$ cat config.mk
export PLATFORM = sky130hd
export DESIGN_NAME = pin_roll_tracker_flat
export DESIGN_NICKNAME = d
export VERILOG_FILES = /design/src/rtl/pin_roll_tracker_if.sv /design/src/rtl/pin_roll_tracker.sv /design/src/flat_wrapper.sv
export SDC_FILE = /design/constraint.sdc
export NUM_CORES = 1
export LEC_CHECK = 0
export ABC_CLOCK_PERIOD_IN_PS = 2100
export BUFFER_PORTS_ARGS = -buffer_cell sky130_fd_sc_hd__buf_2
export CAP_MARGIN = 20
export CORE_MARGIN = 1.5
export CORE_UTILIZATION = 55
export CTS_CLUSTER_SIZE = 10
export DETAILED_ROUTE_END_ITERATION = 12
export HOLD_SLACK_MARGIN = 0.08
export PLACE_DENSITY = 0.79
export REMOVE_ABC_BUFFERS = 1
export SYNTH_ARGS = -nofsm -noshare
export SYNTH_HDL_FRONTEND = slang
export SYNTH_SLANG_ARGS = --single-unit
$ cat constraint.sdc
create_clock -name clk_in -period 2.1 [get_ports clk_in]
set_clock_uncertainty 0.1 [all_clocks]
set_input_delay 0.525 -clock clk_in [delete_from_list [all_inputs] [get_ports clk_in]]
set_output_delay 0.525 -clock clk_in [all_outputs]
set_load 0.05 [all_outputs]
$ cat src/rtl/pin_roll_tracker_if.sv
// -----------------------------------------------------------------------------
// pin_roll_tracker_if
// Purpose : groups the roll-control, pin-sense and result signals exchanged
//           between the bowling-lane physics/scorer side and pin_roll_tracker.
// Signals : roll_start_in   1  pulse, ball released
//           ball_done_in    1  pulse, ball reached pit/gutter end
//           knock_in       10  per-pin displaced level from physics
//           valid_out       1  pulse, roll result available
//           pin_hit_out    10  pins newly knocked this roll (0 unless valid_out)
//           standing_out   10  mask of pins currently standing
//           chance_out      1  0 = first ball of frame, 1 = second
//           rack_reset_out  1  pulse, re-rack all pins
//           busy_out        1  tracker not idle
// Modports: master = environment (drives the *_in signals)
//           slave  = tracker     (drives the *_out signals)
// -----------------------------------------------------------------------------
interface pin_roll_tracker_if;
   logic       roll_start_in;
   logic       ball_done_in;
   logic [9:0] knock_in;
   logic       valid_out;
   logic [9:0] pin_hit_out;
   logic [9:0] standing_out;
   logic       chance_out;
   logic       rack_reset_out;
   logic       busy_out;

   modport master (
      output roll_start_in, ball_done_in, knock_in,
      input  valid_out, pin_hit_out, standing_out, chance_out,
             rack_reset_out, busy_out
   );

   modport slave (
      input  roll_start_in, ball_done_in, knock_in,
      output valid_out, pin_hit_out, standing_out, chance_out,
             rack_reset_out, busy_out
   );
endinterface

$ cat src/rtl/pin_roll_tracker.sv
// -----------------------------------------------------------------------------
// pin_roll_tracker
// Purpose : tracks which pins fall during one ball of a bowling frame, waits a
//           settle window for late falls, reports the newly knocked pins to the
//           scorer, and requests a re-rack at the end of each frame.
// Ports   : clk_in    - system clock, all state on rising edge
//           rst_n_in  - asynchronous active-low reset
//           bus       - pin_roll_tracker_if.slave (see interface file)
// Params  : SETTLE_CYCLES - cycles after ball_done_in during which late pin
//                           falls are still counted (1..65535)
// Macro   : PIN_DEBOUNCE_EN - when defined, a knock_in bit counts only if it
//                             is high in the current and the previous cycle.
// -----------------------------------------------------------------------------
module pin_roll_tracker #(
   parameter int SETTLE_CYCLES = 1024
) (
   input  logic                 clk_in,
   input  logic                 rst_n_in,
   pin_roll_tracker_if.slave    bus
);

   localparam int CW = $clog2(SETTLE_CYCLES + 1);

   typedef enum logic [2:0] {
      ST_IDLE,
      ST_ROLL,
      ST_SETTLE,
      ST_REPORT,
      ST_FILL,
      ST_RACK
   } state_t;

   state_t        state_q,    state_d;
   logic [CW-1:0] cnt_q,      cnt_d;
   logic [9:0]    hit_q,      hit_d;
   logic [9:0]    standing_q, standing_d;
   logic          chance_q,   chance_d;
   logic          valid_q,    valid_d;
   logic [9:0]    pin_hit_q,  pin_hit_d;
   logic          rack_q,     rack_d;

   logic [9:0]    knock_eff;
   logic [9:0]    hit_acc;
   logic [9:0]    standing_left;

`ifdef PIN_DEBOUNCE_EN
   // One sample stage: a bit must be seen in two consecutive cycles.
   logic [9:0]    knock_prev_q, knock_prev_d;
   assign knock_prev_d = bus.knock_in;
   assign knock_eff    = bus.knock_in & knock_prev_q;
`else
   assign knock_eff    = bus.knock_in;
`endif

   // Only pins still standing can be newly hit, so a roll can never report
   // more pins than were up before it.
   assign hit_acc       = hit_q | (knock_eff & standing_q);
   assign standing_left = standing_q & ~hit_q;

   always_comb begin
      state_d    = state_q;
      cnt_d      = cnt_q;
      hit_d      = hit_q;
      standing_d = standing_q;
      chance_d   = chance_q;
      valid_d    = 1'b0;
      pin_hit_d  = 10'h000;
      rack_d     = 1'b0;

      case (state_q)
         ST_IDLE: begin
            // ball_done_in in the same cycle is deliberately dropped.
            if (bus.roll_start_in) state_d = ST_ROLL;
         end
         ST_ROLL: begin
            hit_d = hit_acc;
            if (bus.ball_done_in) begin
               state_d = ST_SETTLE;
               cnt_d   = CW'(SETTLE_CYCLES);
            end
         end
         ST_SETTLE: begin
            hit_d = hit_acc;
            if (cnt_q == CW'(1)) begin
               // Outputs are registered, so load them as REPORT is entered,
               // including any fall seen in this last settle cycle.
               state_d   = ST_REPORT;
               cnt_d     = '0;
               valid_d   = 1'b1;
               pin_hit_d = hit_acc;
            end else begin
               cnt_d = cnt_q - CW'(1);
            end
         end
         ST_REPORT: begin
            standing_d = standing_left;
            hit_d      = 10'h000;
            if (chance_q) begin
               state_d = ST_RACK;
               rack_d  = 1'b1;
            end else if (standing_left == 10'h000) begin
               // Strike: emit an empty second result so every frame has two.
               state_d = ST_FILL;
               valid_d = 1'b1;
            end else begin
               state_d  = ST_IDLE;
               chance_d = 1'b1;
            end
         end
         ST_FILL: begin
            state_d = ST_RACK;
            rack_d  = 1'b1;
         end
         ST_RACK: begin
            standing_d = 10'h3FF;
            chance_d   = 1'b0;
            state_d    = ST_IDLE;
         end
         default: state_d = ST_IDLE;
      endcase
   end

   always_ff @(posedge clk_in or negedge rst_n_in) begin
      if (!rst_n_in) begin
         state_q      <= ST_IDLE;
         cnt_q        <= '0;
         hit_q        <= 10'h000;
         standing_q   <= 10'h3FF;
         chance_q     <= 1'b0;
         valid_q      <= 1'b0;
         pin_hit_q    <= 10'h000;
         rack_q       <= 1'b0;
`ifdef PIN_DEBOUNCE_EN
         knock_prev_q <= 10'h000;
`endif
      end else begin
         state_q      <= state_d;
         cnt_q        <= cnt_d;
         hit_q        <= hit_d;
         standing_q   <= standing_d;
         chance_q     <= chance_d;
         valid_q      <= valid_d;
         pin_hit_q    <= pin_hit_d;
         rack_q       <= rack_d;
`ifdef PIN_DEBOUNCE_EN
         knock_prev_q <= knock_prev_d;
`endif
      end
   end

   assign bus.valid_out      = valid_q;
   assign bus.pin_hit_out    = pin_hit_q;
   assign bus.standing_out   = standing_q;
   assign bus.chance_out     = chance_q;
   assign bus.rack_reset_out = rack_q;
   assign bus.busy_out       = (state_q != ST_IDLE);

endmodule
$ cat src/flat_wrapper.sv
// flat-port wrapper written by rule: the top's interface ports become plain ports
module pin_roll_tracker_flat 
#(
   parameter int SETTLE_CYCLES = 1024
)
  (clk_in, rst_n_in, bus_roll_start_in, bus_ball_done_in, bus_knock_in, bus_valid_out, bus_pin_hit_out, bus_standing_out, bus_chance_out, bus_rack_reset_out, bus_busy_out);
  pin_roll_tracker_if bus_i ();
  input  logic clk_in;
  input  logic rst_n_in;
  input wire logic [$bits(bus_i.roll_start_in)-1:0] bus_roll_start_in;
  input wire logic [$bits(bus_i.ball_done_in)-1:0] bus_ball_done_in;
  input wire logic [$bits(bus_i.knock_in)-1:0] bus_knock_in;
  output wire logic [$bits(bus_i.valid_out)-1:0] bus_valid_out;
  output wire logic [$bits(bus_i.pin_hit_out)-1:0] bus_pin_hit_out;
  output wire logic [$bits(bus_i.standing_out)-1:0] bus_standing_out;
  output wire logic [$bits(bus_i.chance_out)-1:0] bus_chance_out;
  output wire logic [$bits(bus_i.rack_reset_out)-1:0] bus_rack_reset_out;
  output wire logic [$bits(bus_i.busy_out)-1:0] bus_busy_out;
  assign bus_i.roll_start_in = bus_roll_start_in;
  assign bus_i.ball_done_in = bus_ball_done_in;
  assign bus_i.knock_in = bus_knock_in;
  assign bus_valid_out = bus_i.valid_out;
  assign bus_pin_hit_out = bus_i.pin_hit_out;
  assign bus_standing_out = bus_i.standing_out;
  assign bus_chance_out = bus_i.chance_out;
  assign bus_rack_reset_out = bus_i.rack_reset_out;
  assign bus_busy_out = bus_i.busy_out;
  pin_roll_tracker #(.SETTLE_CYCLES(SETTLE_CYCLES)) u_core (.clk_in(clk_in), .rst_n_in(rst_n_in), .bus(bus_i));
endmodule
# After elaboration in Yosys (flattened, before gate mapping)
# Cells that the tools add are included.
# totals
ff_bits	47
out_inout_bits	24
# classes
n_reduce_logical	9
mux	22
bitwise_logic	4
n_addsub	1
n_eq_ne	9
# op_table
op	n
$pmux W10 S2	2
$mux W11	2
$pmux W11 S2	1
$and A10 B10 Y10	2
$mux W10	2
$mux W3	5
$pmux W3 S5	1
$eq A11 B1 Y1 const B	1
$sub A11 B1 Y11 const B	1
$logic_not A10 Y1	1
$not A10 Y10	1
$or A10 B10 Y10	1
$eq A3 B2 Y1 const B	2
$eq A3 B3 Y1 const B	2
$mux W1	6
$pmux W1 S2	3
$reduce_bool A2 Y1	3
$ne A2 B2 Y1 const B	2
$eq A3 B1 Y1 const B	1
$logic_not A3 Y1	1
$reduce_and A3 Y1	1
$reduce_bool A3 Y1	1
$ne A2 B1 Y1 const B	1
$reduce_and A2 Y1	1
$reduce_or A2 Y1	1

# Longest topological paths before layout
# Gate-level depths: netlist (run 1).
# depth
word_depth	6
depth_mapped	7
depth_no_buf	6

# Least setup slack after synthesis (run 1)
# Ideal clock, no wire load.
# synth_timing
path_type	flip-flop to flip-flop
startpoint	register u_core.cnt_q[3]
endpoint	register u_core.cnt_q[8]
path_slack_ns	0.159
arrival_time_ns	1.721
stages_incl_launch_ff	7
synth_period_minus_slack_ns	1.941
cell_sequence	dfrtp_1 -> or4_4 -> buf_6 -> o31ai_4 -> buf_6 -> o21ai_2 -> a22o_1
# synth_between
elab_chain_len	3
# synth_rtl
item	line	text
from (decl)	pin_roll_tracker.sv:34	logic [CW-1:0] cnt_q, cnt_d;
from (signal assigned)	pin_roll_tracker.sv:138	cnt_q <= cnt_d;
$sub A11 B1 Y11 or $eq A11 B1 Y1 (tied branches)	pin_roll_tracker.sv:92, pin_roll_tracker.sv:84	
$mux W11 (*)	pin_roll_tracker.sv:84	if (cnt_q == CW'(1)) begin
$pmux W11 S2 (*)	pin_roll_tracker.sv:70	case (state_q)
# Every way passes the cells marked *; elsewhere a longest branch is shown, timed or not.
# A chain may end at the register's enable or synchronous reset.

# Worst setup path after layout (run 1)
# layout_timing
startpoint	register u_core.state_q[1]
endpoint	output bus_busy_out
# layout_between
elab_chain_len	1
# layout_rtl
item	line	text
from (decl)	pin_roll_tracker.sv:33	state_t state_q, state_d;
from (signal assigned)	pin_roll_tracker.sv:137	state_q <= state_d;
$reduce_bool A3 Y1	pin_roll_tracker.sv:156	assign bus.busy_out = (state_q != ST_IDLE);
to (decl)	flat_wrapper.sv:18	output wire logic [$bits(bus_i.busy_out)-1:0] bus_busy_out;
# Every way passes these cells.

==> results.json, run 1 <==
{
  "status": "finished, final reports clean",
  "grt_pass1_vias": 1738,
  "hold_violations": 0,
  "routed_wl_um": 4790,
  "cts_sinks": 47,
  "drv_slew": 0,
  "num_rows": 22,
  "synth_ff_type": "dfrtp_1",
  "synthTopCellsByCount": "dfrtp_1 (37), nor2_1 (32), a21oi_1 (22), a31oi_1 (12), inv_1 (11)",
  "clk_pin_slew_ns": 0.10,
  "ys_types": 46,
  "setup_viol": 0,
  "relSlewSlack": 0.617,
  "core_area_mm2": 0.00374,
  "numPortBuffers": 37,
  "diodes": 0,
  "yosysWarnings": 0,
  "grt_pass1_wl_um": 8020,
  "rsz0062_at_grt": "no",
  "die_y_um": 65.9,
  "worstSkewPairLatency_ns": 0.30,
  "multi_input_area_um2": 882,
  "area_growth_pct": 18.7,
  "period_share": 0.974,
  "htreeDepth": 2,
  "fin_cells": 313,
  "viasPerCell": 5.77,
  "gr-usage-all-layers": 0.242,
  "antenna_found_initial": 0,
  "synth_most_common_cell": "dfrtp_1",
  "post-cts-setup-buffer-count": 0,
  "seq_area_frac_synth": 0.546,
  "synth_top_area_frac": 0.425,
  "postSynthAreaPerCell_um2": 10.3,
  "dp.cells": 305,
  "clock_path_buffers": 2,
  "finalSetupTns_ns": 0,
  "hold_ws_ns": 0.191,
  "die_w_um": 65.9,
  "dp_hpwl_um": 3360,
  "cts_root_buffer": "clkbuf_8",
  "yosys.area.top_type": "dfrtp_1",
  "hold_path.class": "in -> async",
  "fmax_ghz": 0.489,
  "io_pins": 38,
  "die-area_mm2": 0.00435,
  "synth_edf_count": 0,
  "drv_cap": 0,
  "crit_fanout": 9,
  "cts_resized": 0,
  "seqCellArea_mm2": 0.00119,
  "async_flop_share": 1.00,
  "setup.worst_path.class": "reg -> out",
  "synth_area_mm2": 0.00218,
  "timing.final.ws_setup_ns": 0.0538,
  "num-fill-cells": 302,
  "layout-drive-gt1-share": 0.309,
  "grt_max_degree": 48,
  "vias": 1805,
  "cts-hold-fix-buffers": 0,
  "synth_cells": 211,
  "ir_drop_v": 0.000896,
  "required_ns": 1.47,
  "cts_tree": "built",
  "ant_nets": 0,
  "end_kind": "output pin",
  "post_drt_wl_per_cell_um": 15.3,
  "fin_nets": 280,
  "fin_crit_ns": 2.05,
  "synth_seq_cells": 47,
  "total_power_mw": 4.35,
  "ys_top_cells_by_area": "dfrtp_1 (43%), dfstp_2 (12%), nor2_1 (5.5%)",
  "post-route-drc-count": 0,
  "gp_congestion": 0.873,
  "reg2reg_slack_ns": 0.06,
  "start_util": 0.582,
  "tightestPinTransition_ns": 0.574,
  "place_ws_ns": 0.0753,
  "critical_path_arrival_ns": 1.42,
  "first_pass_iters": 4,
  "cts_buffers": 5,
  "powerDensity_mw_per_mm2": 1680,
  "grt_overflow": 0,
  "cp-start-kind": "register",
  "drtIter0Drc": 129,
  "p_leak_nw": 1.25
}
[routing by layer]
layer	global-route usage	up-vias	wire, um
li1	-	866	-
met1	0.324	877	2120
met2	0.395	53	2360
met3	0.0392	9	214
met4	0.0995	0	91
met5	0	-	0
[cell usage in the layout (no fill, tap or decap), types with 4 or more instances in the layout]
cell type	count
buf_2	37
nand2_1	9
o21ai_0	9
o22ai_1	4
dfstp_2	10
clkbuf_8	5
nor2_1	32
a31oi_1	12
buf_4	18
dfrtp_1	37
o22a_1	7
a21oi_1	22
inv_1	11
nor3_1	5
a22o_1	4
[report_power, final]
| group | internal, mW | total (mW) | switching, mW |
|---|---|---|---|
| registers | 1.26 | 1.56 | 0.303 |
| clock network | 0.239 | 0.542 | 0.303 |
| logic | 0.844 | 2.24 | 1.40 |
[kinds of logic after synthesis]
group / count (synthesis) / synth area share
adders and majority gates: 2 / 0.0115
DFF: 47 / 0.546
and+or+nand+nor: 68 / 0.168
AOI/OAI and AO/OA: 73 / 0.226
buffers and inverters: 21 / 0.0494
[metrics by stage]
step	area, um2	utilization
floorplan	2120	-
global placement	2500	0.667
detailed placement	2500	0.667
CTS	2580	0.691
global route	2580	0.691
finish	2580	0.691
[cell type report]
type	instances	share of cell area
inverter	12	0.0174
timing repair buffer	55	0.124
multi-input combinational	143	0.341
tap	48	0.0232
sequential	47	0.460
clock inverter	2	0.00629
clock buffer	6	0.0281
[worst max-delay path: stages (launching register included)]
cell and delay, ns:
dfrtp_1 0.39, buf_4 0.16, or3_1 0.35, buf_2 0.22
[flip-flops by register name (all words and copies together), names as in the netlist]
signal                     flops
u_core.hit_q                  10
u_core.cnt_q                  11
u_core.bus.pin_hit_out        10
u_core.bus.valid_out           1
u_core.bus.chance_out          1
u_core.state_q                 3
u_core.bus.rack_reset_out      1
u_core.bus.standing_out       10
[worst paths after layout]
kind                                                         from                                      to  depth (start not counted)
setup / recovery                    u_core.state_q[1]$_DFFE_PN0P_                            bus_busy_out                          3
hold / removal                                           rst_n_in     u_core.bus.pin_hit_out[7]$_DFF_PN0_                          2
setup reg to reg                      u_core.cnt_q[5]$_DFFE_PN0P_             u_core.cnt_q[9]$_DFFE_PN0P_                          4
hold reg to reg            u_core.bus.standing_out[8]$_DFFE_PN1P_  u_core.bus.standing_out[8]$_DFFE_PN1P_                          2
max in group asynchronous                                rst_n_in     u_core.bus.pin_hit_out[6]$_DFF_PN0_                          2
min in group clk_in                               bus_knock_in[3]     u_core.bus.pin_hit_out[3]$_DFF_PN0_                          3
No activity file was read; power rests on OpenSTA's default activity.
==> run 2, diff against run 1 <==
--- a/constraint.sdc
+++ b/constraint.sdc
@@ -3,3 +3,3 @@
 set_input_delay 0.525 -clock clk_in [delete_from_list [all_inputs] [get_ports clk_in]]
 set_output_delay 0.525 -clock clk_in [all_outputs]
-set_load 0.05 [all_outputs]
+set_load 0.02 [all_outputs]
==> run 2 against run 1 <==
Against the previous run: routed wire length decreased by 0.65%; fmax increased by 1.3%; count of clock-buffer cells in the layout unchanged; highest routed layer unchanged; total power decreased by 5.9%; via count increased by 0.66%; sequential power about the same; register-to-register slack improved by 0.02 ns; critical path type unchanged; global-route usage decreased by 0.58 points; first-iteration DRC count decreased by 22%.
==> results.json, run 2 (synthesized netlist as in run 1, its figures left out) <==
{
  "status": "finished, final reports clean",
  "htreeDepth": 2,
  "largest_reg_flops": 11,
  "fmax_ghz": 0.495,
  "end_kind": "output pin",
  "post-route-drc-count": 0,
  "die-area_mm2": 0.00435,
  "cp-start-kind": "register",
  "fin_crit_ns": 2.02,
  "setup.worst_path.class": "reg -> out",
  "rsz0062_at_grt": "no",
  "cts_resized": 0,
  "antenna_found_initial": 0,
  "drv_cap": 0,
  "gr-usage-all-layers": 0.237,
  "fin_nets": 280,
  "cts_tree": "built",
  "clock_path_buffers": 2,
  "cts_buffers": 5,
  "finalSetupTns_ns": 0,
  "drv_slew": 0,
  "setup_viol": 0,
  "grt_max_degree": 48,
  "numPortBuffers": 37,
  "post-cts-setup-buffer-count": 0,
  "top_register": "u_core.cnt_q",
  "ir_drop_v": 0.000948,
  "required_ns": 1.47,
  "viasPerCell": 5.81,
  "dp_hpwl_um": 3230,
  "routed_wl_um": 4760,
  "final_util": 0.691,
  "num_rows": 22,
  "crit_fanout": 9,
  "die_y_um": 65.9,
  "hold_violations": 0,
  "final_cell_mix": "buf_2 (37), dfrtp_1 (37), nor2_1 (32), a21oi_1 (22), buf_4 (18)",
  "clk_pin_slew_ns": 0.09,
  "critical_path_arrival_ns": 1.40,
  "ant_nets": 0,
  "area_growth_pct": 18.7,
  "die_w_um": 65.9,
  "wl_met2_um": 2200,
  "vias": 1817,
  "wl_met1_um": 2200,
  "gp_congestion": 0.849,
  "start_util": 0.582,
  "period_share": 0.962,
  "cts-hold-fix-buffers": 0,
  "cts_root_buffer": "clkbuf_8",
  "post_drt_wl_per_cell_um": 15.2,
  "io_pins": 38,
  "wl_met3_um": 291,
  "tightestPinTransition_ns": 0.571,
  "drtIter0Drc": 100,
  "powerDensity_mw_per_mm2": 1580,
  "cts_sinks": 47,
  "hold_path.class": "in -> async",
  "first_pass_iters": 4,
  "layout-drive-gt1-share": 0.309,
  "worstSkewPairLatency_ns": 0.31,
  "core_area_mm2": 0.00374,
  "grt_pass1_wl_um": 7700,
  "diodes": 0,
  "grt_overflow": 0,
  "grt_pass1_vias": 1706,
  "relSlewSlack": 0.619,
  "top_layer": "met4",
  "p_leak_nw": 1.25
}
[run 2: changes by cell type in the layout (fill, tap and decap cells not counted)]
cell | before | now
clkinv_4 | 0 | 2
clkinvlp_4 | 1 | 0
inv_6 | 1 | 0
[run 2: area by class of cell]
type                            count  area (um2)
Clock buffer                        6        72.6
Fill cell                         290        1160
Timing Repair Buffer               55         320
Multi-Input combinational cell    143         882
Clock inverter                      2        17.5
Inverter                           12        45.0
Sequential cell                    47        1190
Tap cell                           48        60.1
[run 2: per-stage QoR]
step / setup slack (ns) / hold WS (ns) / area [um2] / power, mW / std cells
after floorplan: 0.100 / 0.129 / 2120 / 2.83 / 202
after global placement: 0.0788 / 0.407 / 2480 / 3.44 / 303
after detailed placement: 0.0588 / 0.418 / 2480 / 3.50 / 303
after CTS: 0.0370 / 0.208 / 2570 / 4.07 / 311
after global routing: 0.0370 / 0.238 / 2590 / 4.38 / 313
final: 0.0799 / 0.189 / 2590 / 4.09 / 313
[run 2: worst paths after layout]
check / end / cells past startpoint / slack, ns / start
worst max-delay path: bus_busy_out / 3 / 0.08 / u_core.state_q[1]$_DFFE_PN0P_
worst max register to register: u_core.cnt_q[8]$_DFFE_PN0P_ / 5 / 0.08 / u_core.cnt_q[7]$_DFFE_PN0P_
worst min register to register: u_core.cnt_q[9]$_DFFE_PN0P_ / 1 / 0.43 / u_core.cnt_q[9]$_DFFE_PN0P_
min in group clk_in: u_core.bus.pin_hit_out[3]$_DFF_PN0_ / 3 / 0.37 / bus_knock_in[3]
worst min-delay path: u_core.hit_q[8]$_DFFE_PN0P_ / 2 / 0.19 / rst_n_in
max in group asynchronous: u_core.cnt_q[10]$_DFFE_PN0P_ / 2 / 1.32 / rst_n_in
[run 2: power by group]
| group | total (mW) | internal [mW] | switching [mW] |
|---|---|---|---|
| sequential | 1.57 | 1.26 | 0.304 |
| combinational | 1.98 | 0.845 | 1.13 |
| clock | 0.552 | 0.239 | 0.312 |
| total | 4.09 | 2.35 | 1.75 |
[run 2: layer usage]
metal / up-vias / track usage
met5: - / 0
met4: 0 / 0.0893
met3: 6 / 0.0630
met2: 57 / 0.389
met1: 887 / 0.300
li1: 867 / -
[run 2: critical path, stage by stage, from the launching register on]
cell and delay (ns):
dfrtp_1 0.40, buf_4 0.17, or3_1 0.35, buf_2 0.17
==> run 3, diff against run 2 <==
Settings changed: GPL_TIMING_DRIVEN set to 0.
==> run 3 against run 2 <==
Against the previous run: utilization is 0.87 points lower; non-clock buffer count shrank 9; worst hold slack improved by 0.19 ns; via count decreased by 3.1%; design area is 1.3% lower; fmax down 2.3%; sequential power grew 4%; clock power up 3.8%; first-iteration DRC count rose by 67%; routed wire length is 6.4% lower; largest power group unchanged; highest routed layer unchanged.
==> results.json, run 3 (synthesized netlist as in run 1, its figures left out) <==
{
  "combPwrFrac": 0.448,
  "hold_ws_ns": 0.377,
  "reg2reg_slack_ns": 0.03,
  "drv_cap": 0,
  "htreeDepth": 2,
  "p_clk_frac": 0.143,
  "pwr-share-seq": 0.409,
  "timing.final.ws_setup_ns": 0.0330,
  "post-route-drc-count": 0,
  "die_w_um": 65.9,
  "rsz0062_at_grt": "yes",
  "end_kind": "register",
  "period_share": 0.984,
  "startpoint": "u_core.cnt_q[3]$_DFFE_PN0P_",
  "grt_pass1_wl_um": 7240,
  "gp_congestion": 0.792,
  "tightestPinTransition_ns": 0.766,
  "power_switching_mw": 1.70,
  "required_ns": 2.20,
  "drtIter0Drc": 167,
  "ant_nets": 0,
  "layout-drive-gt1-share": 0.297,
  "total_power_mw": 4.01,
  "final_util": 0.682,
  "worstSkewPairLatency_ns": 0.30,
  "num_rows": 22,
  "first_pass_iters": 5,
  "p_int_mw": 2.31,
  "routed_wl_um": 4460,
  "grt_overflow": 0,
  "fin_nets": 271,
  "antenna_found_initial": 0,
  "clk_pin_slew_ns": 0.09,
  "die-area_mm2": 0.00435,
  "cts_buffers": 5,
  "hold_path.class": "in -> reg",
  "p_leak_nw": 1.22,
  "ir_drop_v": 0.000811,
  "dp.cells": 287,
  "status": "finished, final reports clean",
  "powerDensity_mw_per_mm2": 1570,
  "viasPerCell": 5.79,
  "place_ws_ns": -0.298,
  "critical_path_arrival_ns": 2.16,
  "grt_max_degree": 48,
  "numPortBuffers": 37,
  "cts_root_buffer": "clkbuf_8",
  "crit_fanout": 7,
  "core_area_mm2": 0.00374,
  "die_y_um": 65.9,
  "fmax_ghz": 0.484,
  "drv_slew": 0,
  "cts_tree": "built",
  "largest_reg_flops": 11,
  "setup_viol": 0,
  "final_cell_mix": "buf_2 (37), dfrtp_1 (37), nor2_1 (32), a21oi_1 (22), a31oi_1 (12)",
  "num-fill-cells": 299,
  "worstSetupEndpoint": "u_core.cnt_q[8]$_DFFE_PN0P_",
  "relSlewSlack": 0.487,
  "post_drt_wl_per_cell_um": 14.7,
  "start_util": 0.582,
  "dp_hpwl_um": 2870,
  "rr_startpoint": "u_core.cnt_q[3]$_DFFE_PN0P_",
  "gr-usage-all-layers": 0.220,
  "cts_sinks": 47,
  "setup.worst_path.class": "reg -> reg",
  "fin_crit_ns": 2.07,
  "p_sw_frac": 0.424,
  "cp-start-kind": "register",
  "diodes": 0,
  "hold_violations": 0,
  "clock_path_buffers": 2,
  "io_pins": 38,
  "grt_pass1_vias": 1594,
  "vias": 1760,
  "rr_worst_depth": 5,
  "top_register": "u_core.cnt_q",
  "area_growth_pct": 17.2,
  "rr_endpoint": "u_core.cnt_q[8]$_DFFE_PN0P_",
  "fin_cells": 304
}
## run 3: metal layers
metal	track usage	up-vias	wire length (um)
li1	-	853	-
met1	0.309	841	2100
met2	0.336	57	2030
met3	0.0528	9	242
met4	0.0791	0	82
met5	0	-	0
## run 3: what timing repair did
item | 4_1_cts | 5_1_grt
setup endpoints to repair | 22 | 10
setup buffers | 3 | 4
pin swaps | 1 | 2
resized for setup | 2 | 2
hold buffers | 0 | 1
hold endpoints to repair | 0 | 13
## run 3: metrics by stage
step | cell area [um2] | setup TNS, ns
global route | 2550 | -0.0515
finish | 2550 | 0
floorplan | 2120 | 0
global placement | 2360 | -2.40
detailed placement | 2360 | -2.87
CTS | 2490 | 0
## run 3: layout make-up
class / count / area, um2 / area share
clock buffers: 6 / 82.6 / 0.0323
multi-input cells: 143 / 893 / 0.350
inverters: 12 / 45.0 / 0.0176
flip-flops and latches: 47 / 1190 / 0.465
clock inverters: 2 / 16.3 / 0.00637
repair buffers: 46 / 268 / 0.105
well taps: 48 / 60.1 / 0.0235
## run 3: worst max-delay path, stage by stage (launching register included)
cell	delay, ns
dfrtp_1	0.42
or4_4	0.61
o31ai_4	0.37
buf_4	0.19
o21ai_2	0.05
a22o_1	0.22
## run 3: worst min path at each step
stage | from | cells past startpoint | to | slack (ns)
after floorplan | rst_n_in | 0 | u_core.bus.chance_out$_DFFE_PN0P_ | 0.13
after global placement | u_core.cnt_q[9]$_DFFE_PN0P_ | 1 | u_core.cnt_q[9]$_DFFE_PN0P_ | 0.41
after detailed placement | u_core.cnt_q[9]$_DFFE_PN0P_ | 1 | u_core.cnt_q[9]$_DFFE_PN0P_ | 0.42
after CTS | rst_n_in | 1 | u_core.hit_q[8]$_DFFE_PN0P_ | 0.32
after global routing | bus_knock_in[9] | 3 | u_core.bus.pin_hit_out[9]$_DFF_PN0_ | 0.39
final | bus_knock_in[7] | 3 | u_core.bus.pin_hit_out[7]$_DFF_PN0_ | 0.38
## run 3: power by group through the flow
stage | Combinational, mW | Sequential [mW] | Clock, mW
global route | 1.99 | 1.70 | 0.623
CTS | 1.72 | 1.63 | 0.586
finish | 1.80 | 1.64 | 0.573
floorplan | 1.14 | 1.69 | 0
global placement | 1.63 | 1.63 | 0
detailed placement | 1.66 | 1.64 | 0
